### config.mk
export PLATFORM = sky130hd
export DESIGN_NAME = fetch_queue
export DESIGN_NICKNAME = d
export VERILOG_FILES = /design/src/rtl/hack_defs.sv /design/src/rtl/fetch_fifo.sv /design/src/rtl/fetch_queue.sv
export SDC_FILE = /design/constraint.sdc
export NUM_CORES = 1
export LEC_CHECK = 0
export CORE_ASPECT_RATIO = 0.8
export CORE_UTILIZATION = 55
export CTS_CLUSTER_DIAMETER = 60
export DETAILED_ROUTE_END_ITERATION = 10
export PLACE_DENSITY = 0.77
export SLEW_MARGIN = 5
export SYNTH_ARGS = -nofsm -noshare
export SYNTH_HDL_FRONTEND = slang
export SYNTH_SLANG_ARGS = --single-unit
### constraint.sdc
create_clock -name clk -period 5.05 [get_ports clk]
set_input_delay 0.7575 -clock clk [delete_from_list [all_inputs] [get_ports clk]]
set_output_delay 0.7575 -clock clk [all_outputs]
set_load 0.01 [all_outputs]
### src/rtl/hack_defs.sv
// Shared definitions for the Hack instruction fetch path.
//   HACK_AW       instruction address width (ROM space)
//   HACK_DW       instruction word width
//   RESET_PC      PC where fetch starts after reset
//   fetch_entry_t one queued instruction together with its PC
package hack_defs;

  localparam int unsigned HACK_AW = 15;
  localparam int unsigned HACK_DW = 16;

  localparam logic [HACK_AW-1:0] RESET_PC = '0;

  typedef struct packed {
    logic [HACK_DW-1:0] instr;
    logic [HACK_AW-1:0] pc;
  } fetch_entry_t;

endpackage

### src/rtl/fetch_fifo.sv
// Synchronous FIFO for fetched instructions. Has a registered head and a
// flush input.
//   clk        rising-edge clock
//   reset      asynchronous, active-low reset
//   flush      empties the queue; head keeps its last value
//   push       write push_data at the tail (the caller guarantees it is never full)
//   push_data  entry to enqueue
//   pop        drop the head entry; ignored when the queue is empty
//   head       oldest entry, registered; holds its value while empty
//   count      number of valid entries, 0..DEPTH
module fetch_fifo
  import hack_defs::*;
#(
  parameter int unsigned DEPTH = 4,
  parameter type entry_t = fetch_entry_t,
  localparam int unsigned CW = $clog2(DEPTH + 1)
) (
  input  logic          clk,
  input  logic          reset,
  input  logic          flush,
  input  logic          push,
  input  entry_t        push_data,
  input  logic          pop,
  output entry_t        head,
  output logic [CW-1:0] count
);

  localparam int unsigned PW = $clog2(DEPTH);

  entry_t        mem [DEPTH];
  logic [PW-1:0] rd_ptr;
  logic [PW-1:0] wr_ptr;
  logic          do_pop;
  entry_t        head_next;

  assign do_pop = pop && (count != '0);

  // head mirrors mem[rd_ptr] after every edge. It is kept in its own register
  // so that it can hold its last value once the queue drains. An entry pushed
  // into an empty queue, or into a queue whose only entry is popped in the
  // same cycle, bypasses storage and goes straight to head.
  always_comb begin
    head_next = head;
    if (do_pop) begin
      if (count > CW'(1)) begin
        head_next = mem[rd_ptr + PW'(1)];
      end else if (push) begin
        head_next = push_data;
      end
    end else if ((count == '0) && push) begin
      head_next = push_data;
    end
  end

  always_ff @(posedge clk) begin
    if (push && !flush) begin
      mem[wr_ptr] <= push_data;
    end
  end

  always_ff @(posedge clk or negedge reset) begin
    if (!reset) begin
      rd_ptr <= '0;
      wr_ptr <= '0;
      count  <= '0;
      head   <= '0;
    end else if (flush) begin
      rd_ptr <= '0;
      wr_ptr <= '0;
      count  <= '0;
    end else begin
      if (push) begin
        wr_ptr <= wr_ptr + PW'(1);
      end
      if (do_pop) begin
        rd_ptr <= rd_ptr + PW'(1);
      end
      count <= count + CW'(push) - CW'(do_pop);
      head  <= head_next;
    end
  end

endmodule

### src/rtl/fetch_queue.sv
// Instruction prefetch stage between the program ROM and the Hack CPU.
// Sends ROM reads ahead of the CPU and queues each returned word with its PC.
// Queued words go to the CPU over a valid/ready handshake. A taken jump
// flushes the queue, discards words still in flight and redirects fetch.
//   clk          rising-edge clock
//   reset        asynchronous, active-low reset
//   rom_addr     ROM read address (current fetch PC)
//   rom_en       ROM read request this cycle
//   rom_data     ROM word, valid ROM_LAT cycles after its request
//   instr        head-of-queue instruction
//   instr_pc     PC of instr
//   instr_valid  instr/instr_pc are valid
//   instr_ready  CPU takes the head when instr_valid & instr_ready
//   jmp          taken jump from the CPU; overrides push, pop and issue
//   jmp_target   PC to redirect to
module fetch_queue
  import hack_defs::*;
#(
  parameter int unsigned AW      = HACK_AW,
  parameter int unsigned DW      = HACK_DW,
  parameter int unsigned DEPTH   = 4,
  parameter int unsigned ROM_LAT = 1
) (
  input  logic          clk,
  input  logic          reset,
  output logic [AW-1:0] rom_addr,
  output logic          rom_en,
  input  logic [DW-1:0] rom_data,
  output logic [DW-1:0] instr,
  output logic [AW-1:0] instr_pc,
  output logic          instr_valid,
  input  logic          instr_ready,
  input  logic          jmp,
  input  logic [AW-1:0] jmp_target
);

  localparam int unsigned CW = $clog2(DEPTH + 1);
  localparam int unsigned IW = $clog2(ROM_LAT + 1);
  localparam int unsigned SW = $clog2(DEPTH + ROM_LAT + 1);

  typedef struct packed {
    logic [DW-1:0] instr;
    logic [AW-1:0] pc;
  } entry_t;

  // Tag for one outstanding ROM read.
  typedef struct packed {
    logic          valid;
    logic          epoch;
    logic [AW-1:0] pc;
  } tag_t;

  logic [AW-1:0] fetch_pc;
  logic          epoch;
  tag_t          pipe [ROM_LAT];
  tag_t          pipe_out;
  logic [IW-1:0] inflight;
  logic [CW-1:0] fifo_count;
  logic          fifo_push;
  logic          fifo_pop;
  logic          issue;
  entry_t        fifo_head;
  entry_t        fifo_push_data;

  always_comb begin
    inflight = '0;
    for (int unsigned i = 0; i < ROM_LAT; i++) begin
      inflight = inflight + IW'(pipe[i].valid);
    end
  end

  assign pipe_out = pipe[ROM_LAT-1];

  // Credit rule: every outstanding read has a reserved slot. A word leaving
  // the pipe is still counted in inflight, so count < DEPTH whenever it is
  // pushed.
  assign issue = !jmp && ((SW'(fifo_count) + SW'(inflight)) < SW'(DEPTH));

  // Jump clears the pipe valid bits, so the epoch compare is a second guard
  // against stale words. It also holds if the epoch bit wraps.
  assign fifo_push      = pipe_out.valid && (pipe_out.epoch == epoch) && !jmp;
  assign fifo_pop       = instr_valid && instr_ready && !jmp;
  assign fifo_push_data = '{instr: rom_data, pc: pipe_out.pc};

  // Internal state ignores issue while in reset. Only the port needs gating
  // so that rom_en is low during reset.
  assign rom_en   = issue && reset;
  assign rom_addr = fetch_pc;

  always_ff @(posedge clk or negedge reset) begin
    if (!reset) begin
      fetch_pc <= AW'(RESET_PC);
      epoch    <= 1'b0;
    end else if (jmp) begin
      fetch_pc <= jmp_target;
      epoch    <= ~epoch;
    end else if (issue) begin
      fetch_pc <= fetch_pc + AW'(1);
    end
  end

  always_ff @(posedge clk or negedge reset) begin
    if (!reset) begin
      for (int unsigned i = 0; i < ROM_LAT; i++) begin
        pipe[i] <= '0;
      end
    end else if (jmp) begin
      for (int unsigned i = 0; i < ROM_LAT; i++) begin
        pipe[i] <= '0;
      end
    end else begin
      pipe[0] <= '{valid: issue, epoch: epoch, pc: fetch_pc};
      for (int unsigned i = 1; i < ROM_LAT; i++) begin
        pipe[i] <= pipe[i-1];
      end
    end
  end

  fetch_fifo #(
    .DEPTH   (DEPTH),
    .entry_t (entry_t)
  ) u_fifo (
    .clk       (clk),
    .reset     (reset),
    .flush     (jmp),
    .push      (fifo_push),
    .push_data (fifo_push_data),
    .pop       (fifo_pop),
    .head      (fifo_head),
    .count     (fifo_count)
  );

  assign instr_valid = (fifo_count != '0);
  assign instr       = fifo_head.instr;
  assign instr_pc    = fifo_head.pc;

endmodule

; Word level (Yosys, flattened, before mapping)
; Memory sizes are Yosys's and may differ from the RTL's.
; Index checks and enable logic that the tools add are counted.
[totals]
regBits = 71
latch_bits = 0
mem_bits_rw = 124
mem_bits_ro = 0
wordCells = 54
mem_count = 1
[classes]
add_sub_neg = 6
multipliers = 0
div = 0
n_lt_le_gt_ge = 2
eq_ne = 2
n_shift = 0
mux = 14
bitwise = 2
n_reduce_logical = 17
[mem_list]
columns = memory, depth, width, rd, rd_ports_with_merged_regs, write_ports, line
row1 = u_fifo.mem, 4, 31, 1, 0, 1, fetch_fifo.sv:30  ; entry_t mem [DEPTH];
[op_table]
columns = cell, n
row1 = $mux W31, 4
row2 = $mux W15, 2
row3 = $mux W17, 1
row4 = $add A15 B1 Y15 const B, 1
row5 = $logic_and A1 B1 Y1, 9
row6 = $mux W2, 4
row7 = $reduce_bool A2 Y1, 4
row8 = $add A3 B1 Y3, 2
row9 = $add A2 B1 Y2 const B, 2
row10 = $gt A3 B1 Y1 const B, 1
row11 = $logic_not A3 Y1, 1
row12 = $lt A3 B3 Y1 const B, 1
row13 = $mux W3, 1
row14 = $ne A3 B2 Y1 const B, 1
row15 = $reduce_and A3 Y1, 1
row16 = $reduce_bool A3 Y1, 1
row17 = $sub A3 B1 Y3, 1
row18 = $mux W1, 2
row19 = $not A1 Y1, 2
row20 = $eq A1 B1 Y1, 1
row21 = $logic_not A1 Y1, 1

; Depth between registers and ports, before layout
; Gate-level depths: netlist (run 1).
[logic_depth]
ltp_word = 6
depth_mapped = 11
depth_no_buf = 10

; Hierarchy
; From an unflattened synthesis (run 1), not the netlist that was laid out.
[unflattened]
cells_unflattened = 521
hier_area_um2 = 8227.9
[by_module_without_submodules]
columns = module, instances, cells_per_inst, area_each_um2, seq_area_each_um2
row1 = fetch_fifo, 1, 380, 6707.7, 4674.5
row2 = fetch_queue, 1, 141, 1520.2, 825.8

; Worst setup path after synthesis (run 1)
; OpenSTA, ideal clock, no wires.
[synth_path]
path_kind = input to register
from = input jmp
to = register u_fifo.count[2]
arrival_ns = 2.612
setup_slack_ns = 2.317
path_stages = 11
n_path_buf = 3
cell_sequence = clkbuf_1 clkbuf_1 buf_2 nor2_1 ha_1 inv_1 ha_1 inv_1 fa_1 xnor2_1 nor2_1
[synth_between]
elab_chain_cells = 5
elab_cells_between_ends = 7
cone_classes = add/sub: 2 / mux: 1 / reduce/logical: 4
[synth_lines]
columns = item, line
row1 = start: declaration, fetch_queue.sv:33  ; input logic jmp,
row2 = $logic_not A1 Y1, "fetch_queue.sv:81, fetch_queue.sv:82"
row3 = $logic_and A1 B1 Y1 (on tied branches), "fetch_queue.sv:81, fetch_queue.sv:82"
row4 = $add A3 B1 Y3 or $logic_and A1 B1 Y1 (tied branches), "fetch_fifo.sv:78, fetch_fifo.sv:36"
row5 = $sub A3 B1 Y3, fetch_fifo.sv:78  ; count <= count + CW'(push) - CW'(do_pop);
row6 = $mux W3 (*), fetch_fifo.sv:67  ; end else if (flush) begin
row7 = end signal: assignment, fetch_fifo.sv:78
row8 = end: declaration, fetch_fifo.sv:25  ; output logic [CW-1:0] count
; Every way passes the cells marked *; elsewhere a longest branch is shown, timed or not.
; A chain may end at the register's enable or synchronous reset.

; Worst setup path in the final report (run 1)
[layout_path]
from = register u_fifo.count[1]
to = output rom_en
[layout_between]
elab_chain_cells = 4
[layout_lines]
columns = item, line
row1 = $add A3 B1 Y3, fetch_queue.sv:77  ; assign issue = !jmp && ((SW'(fifo_count) + SW'(inflight)) < SW'(DEPTH));
row2 = $lt A3 B3 Y1, fetch_queue.sv:77
row3 = $logic_and A1 B1 Y1, fetch_queue.sv:77
row4 = $logic_and A1 B1 Y1, fetch_queue.sv:87  ; assign rom_en = issue && reset;
row5 = end: declaration, fetch_queue.sv:27  ; output logic rom_en,
; Every way passes these cells.

==> metrics.md, run 1 <==
| Metric | Value |
|---|---|
| Cell accounting for the most synthesized area | edfxtp_1 |
| Drt via density | 5.92 |
| Crit-path cells | and3_4, xnor2_1, and3_1, clkdlybuf4s50_1 |
| First DRT Iteration DRCs | 268 |
| Synthesized Nets | 509 |
| Final net count | 594 |
| Post-synth top flop | edfxtp_1 |
| Post-Route WL | 15.0 mm |
| Drt drc | 0 |
| GP Congestion | 0.821 |
| Ys async rst share | 36.4% |
| Post-CTS Resized | 0 |
| Inst Count DP | 710 |
| Die height | 109 µm |
| CTS tree | built |
| Synthesized cell area | 0.00785 mm² |
| Pins Over Slew Limit | 0 |
| Register area share after synthesis | 70.1% |
| Overall Global Routing Usage | 22.3% |
| Delay of the slowest critical-path stage | 0.55 ns |
| IO Port Bufs | 82 |
| Final setup fails | 0 |
| Crit end category | output port |
| Largest net degree at the start of global routing | 49 |
| Synth area leaders | edfxtp_1 (47%), dfrtp_1 (23%), mux4_2 (8.9%), o221a_2 (4.4%), or2b_1 (1.7%) |
| Final worst slack | 1.86 ns |
| Ys Warns | 0 |
| Wirelength per Cell | 20.3 µm |
| Pwr dens | 493 mW/mm² |
| Die area | 0.0148 mm² |
| Internal | 3440 µW |
| Final count of hold timing violations | 0 |
| Number of global-route vias before repair | 4675 |
| Crit-path max FO | 9 |
| Cts hold-fix bufs | 0 |
| Die W | 136 µm |
| Slew @ Worst Pin | 1.23 ns |
| Antenna Cells | 0 |
| Sw Ratio | 26.3% |
| Clock latency on the worst-skew pair | 0.42 ns |
| Fillers | 888 |
| Cell with the most instances after synthesis | edfxtp_1 |
| Max rail drop VDD | 0.276 mV |
| TritonCTS Buffers | 17 |
| RSZ-0062 raised after global routing | false |
| Setup crit start kind | register |
| Via count | 4390 |
| Initial Util | 57.1% |
| Yosys cell types | 39 |
| Switching power | 1230 µW |
| Reg power frac | 46.2% |
| CTS HTree Levels | 4 |
| Top cells by count, synth | edfxtp_1 (124), dfrtp_1 (71), mux4_2 (31), o221a_2 (31), nor2_1 (19) |
| Share of post-route cells with drive strength above 1 | 18.7% |
| Top delay family on crit path | buffers and inverters |
| Reg2Reg Launch Point | u_fifo.count[2] |
| Maxcap violations | 0 |
| Origin of the worst setup path | u_fifo.count[1] |
| Post-DP HPWL | 9.07 mm |
| Num rows | 38 |
| R2R cell count | 7 |
| Critical-path top delay cell | clkdlybuf4s50_1 |
| Antenna violations before repair | 0 |
| Setup bufs post-CTS | 0 |
| Yosys top cell area share | 47.4% |
| DRT Pass-1 Iters | 4 |
| Max-slew headroom | 17.9% |
| CP Class | register to output port |
| Post-layout min period | 3.19 ns |
| Syn-to-layout area delta | 20.5% |
| I/O pin count | 83 |
| Core area | 0.0137 mm² |
| Leak | 0.00329 µW |
| Setup Slack @ Placement | 1.60 ns |
| Num Clock Sinks | 195 |
| F_max | 0.313 GHz |
| Routed Antenna Nets | 0 |
| #FFs+latches synth | 195 |
| Crit path depth | 4 |
| Run status | completed |
| Grt total ovfl | 0 |
| EDFF count, synth | 124 |
| Setup TNS | 0 ns |
| Fin Clk Skew | 0.0101 ns |
| Combinational power share | 24.9% |
| Layout Cells excl Fill | 742 |
| Post-synthesis instance total | 464 |
| Syn Area/Cell | 16.9 µm² |
| Clock Power Share | 29.0% |
| Clk root buf | clkbuf_16 |
| Ratio of final minimum period to clock period | 63.2% |
| Clock slew at reported path FFs | 0.07 ns |
| Data required time of the worst path | 4.29 ns |
| WP data arrival | 2.44 ns |
| Worst-case clock buffer depth | 2 |
| CP Buf/Inv Count | 1 |
| First-pass GRT wire length | 23.9 mm |
| Hold Path Class | input port to async pin |
[flip-flops by register name, indices dropped and copies added, names as in the netlist]
register and flops:
u_fifo.wr_ptr 2, u_fifo.count 3, pipe 2, u_fifo.mem 124
epoch 1, u_fifo.head 31, u_fifo.rd_ptr 2, rom_addr 15
fifo_push_data 15
[power by group through the flow]
stage | Sequential, µW | Combinational [µW] | Clock [µW]
5_1_grt | 2190 | 1260 | 1430
3_3_place_gp | 2170 | 1140 | 0
4_1_cts | 2160 | 1170 | 1370
3_5_place_dp | 2180 | 1170 | 0
2_1_floorplan | 2180 | 644 | 0
6_report | 2150 | 1160 | 1350
[area by class of cell]
| cell class | count | area (µm²) | area share, % |
|---|---|---|---|
| Tap cell | 180 | 225 | 2.38 |
| Multi-Input combinational cell | 233 | 2200 | 23.3 |
| Clock buffer | 23 | 468 | 4.95 |
| Sequential cell | 195 | 5500 | 58.2 |
| Inverter | 11 | 41.3 | 0.437 |
| Timing Repair Buffer | 91 | 886 | 9.37 |
| Clock inverter | 9 | 131 | 1.39 |
[logic make-up after synthesis]
| kind of cell | count (synthesis) | share of synthesized area, % |
|---|---|---|
| buf+inv | 36 | 1.99 |
| fa+ha+maj | 10 | 1.69 |
| compound gates | 61 | 7.11 |
| flops | 195 | 70.1 |
| mux | 31 | 8.90 |
| xor+xnor | 8 | 0.989 |
| simple gates | 123 | 9.23 |
[metrics by stage]
| step | area (µm²) | hold slack, ns | utilization [%] | total power [µW] |
|---|---|---|---|---|
| after global placement | 8860 | 0.488 | 64.5 | 3310 |
| after detailed placement | 8860 | 0.494 | 64.5 | 3350 |
| final | 9460 | 0.236 | 68.8 | 4660 |
| after global routing | 9460 | 0.249 | 68.8 | 4880 |
| after floorplan | 7850 | 0.462 | - | 2830 |
| after CTS | 9460 | 0.237 | 68.8 | 4700 |
[cell usage in the layout, fill, tap and decap left out, types with 7 or more instances in the layout]
| cell | instances |
|---|---|
| a31oi_1 | 7 |
| and2_1 | 7 |
| buf_4 | 10 |
| clkbuf_16 | 17 |
| clkdlybuf4s50_1 | 81 |
| dfrtp_1 | 70 |
| edfxtp_1 | 124 |
| ha_1 | 9 |
| inv_1 | 10 |
| mux4_2 | 31 |
| nand2_1 | 10 |
| nand2b_1 | 14 |
| nand3_1 | 14 |
| nor2_1 | 19 |
| nor2b_1 | 15 |
| o221a_2 | 31 |
| o31ai_1 | 7 |
| or2b_1 | 18 |
| or4_1 | 7 |
[per-layer routing]
layer	vias up	part of all wire, %	track usage (%)
li1	1974	-	-
met1	2256	45	29.4
met2	141	49	36.7
met3	19	4.8	4.74
met4	0	1.5	8.51
met5	-	0	0
[path summary, 6_finish.rpt]
kind	endpoint	slack [ns]
worst max-delay path	rom_en	1.86
worst min-delay path	u_fifo.head[16]	0.24
worst max register to register	u_fifo.head[22]	2.21
worst min register to register	epoch	0.50
max in group asynchronous	u_fifo.rd_ptr[1]	3.80
min in group clk	epoch	0.50
Power figures use the tool's default switching activity.
==> inputs of run 2 (changes only) <==
--- a/config.mk
+++ b/config.mk
@@ -6,10 +6,10 @@
 export NUM_CORES = 1
 export LEC_CHECK = 0
 export CORE_ASPECT_RATIO = 0.8
-export CORE_UTILIZATION = 55
+export CORE_UTILIZATION = 51
 export CTS_CLUSTER_DIAMETER = 60
 export DETAILED_ROUTE_END_ITERATION = 10
-export PLACE_DENSITY = 0.77
+export PLACE_DENSITY = 0.75
 export SLEW_MARGIN = 5
 export SYNTH_ARGS = -nofsm -noshare
 export SYNTH_HDL_FRONTEND = slang
==> constraint.sdc (replaced) <==
create_clock -name clk -period 2.85 [get_ports clk]
set_input_delay 0.4275 -clock clk [delete_from_list [all_inputs] [get_ports clk]]
set_output_delay 0.4275 -clock clk [all_outputs]
set_load 0.01 [all_outputs]
==> run 2 against run 1 <==
Via count up 3.9%. Total power up 78%. Wire length up 3.9%. Critical endpoint unchanged. Worst hold slack worse by 0.12 ns. Critical path type unchanged. Sequential share of layout area down 0.61 points. Register-to-register slack worse by 1.6 ns. Design area up 1.1%.
==> metrics.md, run 2 (same netlist as run 1, synthesis figures left out) <==
| Metric | Value |
|---|---|
| Run status | completed |
| RSZ-0062 raised after global routing | false |
| Leak | 0.00333 µW |
| Maxcap violations | 0 |
| Post-DP HPWL | 9.36 mm |
| Setup TNS | 0 ns |
| WP data arrival | 2.16 ns |
| Clk root buf | clkbuf_16 |
| Slew @ Worst Pin | 0.941 ns |
| Die area | 0.0159 mm² |
| Crit end category | output port |
| Most frequent cells in the layout | edfxtp_1 (124), clkdlybuf4s50_1 (81), dfrtp_1 (70) |
| Clock slew at reported path FFs | 0.07 ns |
| Drt drc | 0 |
| Pins Over Slew Limit | 0 |
| Tot Pwr | 8280 µW |
| I/O pin count | 83 |
| Data required time of the worst path | 2.42 ns |
| Antenna violations before repair | 0 |
| CTS HTree Levels | 4 |
| Syn-to-layout area delta | 21.8% |
| Crit-path cells | and3_4, xnor2_1, buf_4, and3_1, clkdlybuf4s50_1 |
| Delay of the slowest critical-path stage | 0.56 ns |
| Initial Util | 52.3% |
| Final net count | 602 |
| Largest net degree at the start of global routing | 38 |
| Post-CTS Resized | 0 |
| CTS tree | built |
| Cts hold-fix bufs | 0 |
| Wirelength per Cell | 20.6 µm |
| Post-layout min period | 2.59 ns |
| Clock latency on the worst-skew pair | 0.43 ns |
| Drt via density | 6.01 |
| Hold Path Class | input port to async pin |
| Largest register FFs | 124 |
| Routed Antenna Nets | 0 |
| Pwr dens | 867 mW/mm² |
| Largest registers | u_fifo.mem: 124 flops, u_fifo.head: 31 flops |
| Core area | 0.0150 mm² |
| Number of global-route vias before repair | 4693 |
| Num Clock Sinks | 195 |
| CP Class | register to output port |
| Overall Global Routing Usage | 21.5% |
| Finished Cell Area | 0.00956 mm² |
| Share of post-route cells with drive strength above 1 | 20.2% |
| Fillers | 1057 |
| TritonCTS Buffers | 17 |
| DRT Pass-1 Iters | 5 |
| Final Util | 63.7% |
| Worst-case clock buffer depth | 2 |
| Register name with the most flops | u_fifo.mem |
| Critical-path top delay cell | clkdlybuf4s50_1 |
| Via count | 4563 |
| IO Port Bufs | 82 |
| Setup crit start kind | register |
| First-pass GRT wire length | 25.3 mm |
| GP Congestion | 0.813 |
| Max rail drop VDD | 0.456 mV |
| Die W | 141 µm |
| Max-slew headroom | 37.0% |
| Setup bufs post-CTS | 0 |
| Grt total ovfl | 0 |
| Setup slack, reg-to-reg | 0.60 ns |
| Final count of hold timing violations | 0 |
| Num rows | 40 |
| Crit-path max FO | 9 |
| Commonest non-fill, non-tap cell in the layout | edfxtp_1 |
| Antenna Cells | 0 |
| Ratio of final minimum period to clock period | 90.8% |
| Final setup fails | 0 |
| Fin Clk Skew | 0.00918 ns |
| F_max | 0.386 GHz |
| Die height | 113 µm |
| Post-Route WL | 15.6 mm |
| First DRT Iteration DRCs | 259 |
| Placed Area | 0.00897 mm² |
[run 2: cell count changes in the layout (fill, tap and decap cells not counted)]
cell,previous run,this run
clkbuf_1,4,0
inv_6,0,1
buf_12,0,3
clkinvlp_4,3,4
clkinv_2,2,4
clkinv_1,0,2
clkbuf_8,2,0
buf_4,10,15
[run 2: layout make-up]
type / count / area (µm²) / share of cell area, %
Sequential cell: 195 / 5500 / 57.6
Timing Repair Buffer: 99 / 983 / 10.3
Tap cell: 189 / 236 / 2.47
Clock inverter: 15 / 165 / 1.73
Inverter: 11 / 41.3 / 0.432
Multi-Input combinational cell: 233 / 2200 / 23.1
Clock buffer: 17 / 425 / 4.45
[run 2: per-stage QoR]
stage / hold slack [ns] / std cells / worst slack (ns)
after floorplan: 0.132 / 464 / 0.447
final: 0.113 / 759 / 0.261
after global routing: 0.147 / 759 / 0.175
after CTS: 0.117 / 759 / 0.259
after global placement: 0.490 / 727 / 0.568
after detailed placement: 0.499 / 727 / 0.517
[run 2: power breakdown]
group | internal, µW | switching [µW] | total (µW) | leakage [µW]
registers | 3480 | 296 | 3780 | 0.00197
logic | 1210 | 929 | 2140 | 0.00108
clock network | 1370 | 994 | 2360 | 0.000280
total | 6060 | 2220 | 8280 | 0.00333
[run 2: path summary, 6_finish.rpt]
path / cells after the start / end / from
worst max-delay path: 5 / rom_en / u_fifo.count[1]
worst max register to register: 10 / u_fifo.count[2] / u_fifo.count[1]
worst min-delay path: 2 / u_fifo.head[30] / reset
min in group clk: 1 / epoch / epoch
worst min register to register: 1 / epoch / epoch
max in group asynchronous: 3 / u_fifo.rd_ptr[1] / reset
[run 2: critical path, delay by kind of cell (launching register included)]
family        cells  cell delay, ns
flops             1            0.43
buf+inv           2            0.75
xor+xnor          1            0.11
simple gates      2            0.44
[run 2: routing by layer]
layer,GRT usage [%],up-vias,routed length (µm)
met1,29.3,2363,6900
met3,5.29,17,954
met5,0,-,0
met2,34.3,184,7560
met4,7.61,0,223
li1,-,1999,-
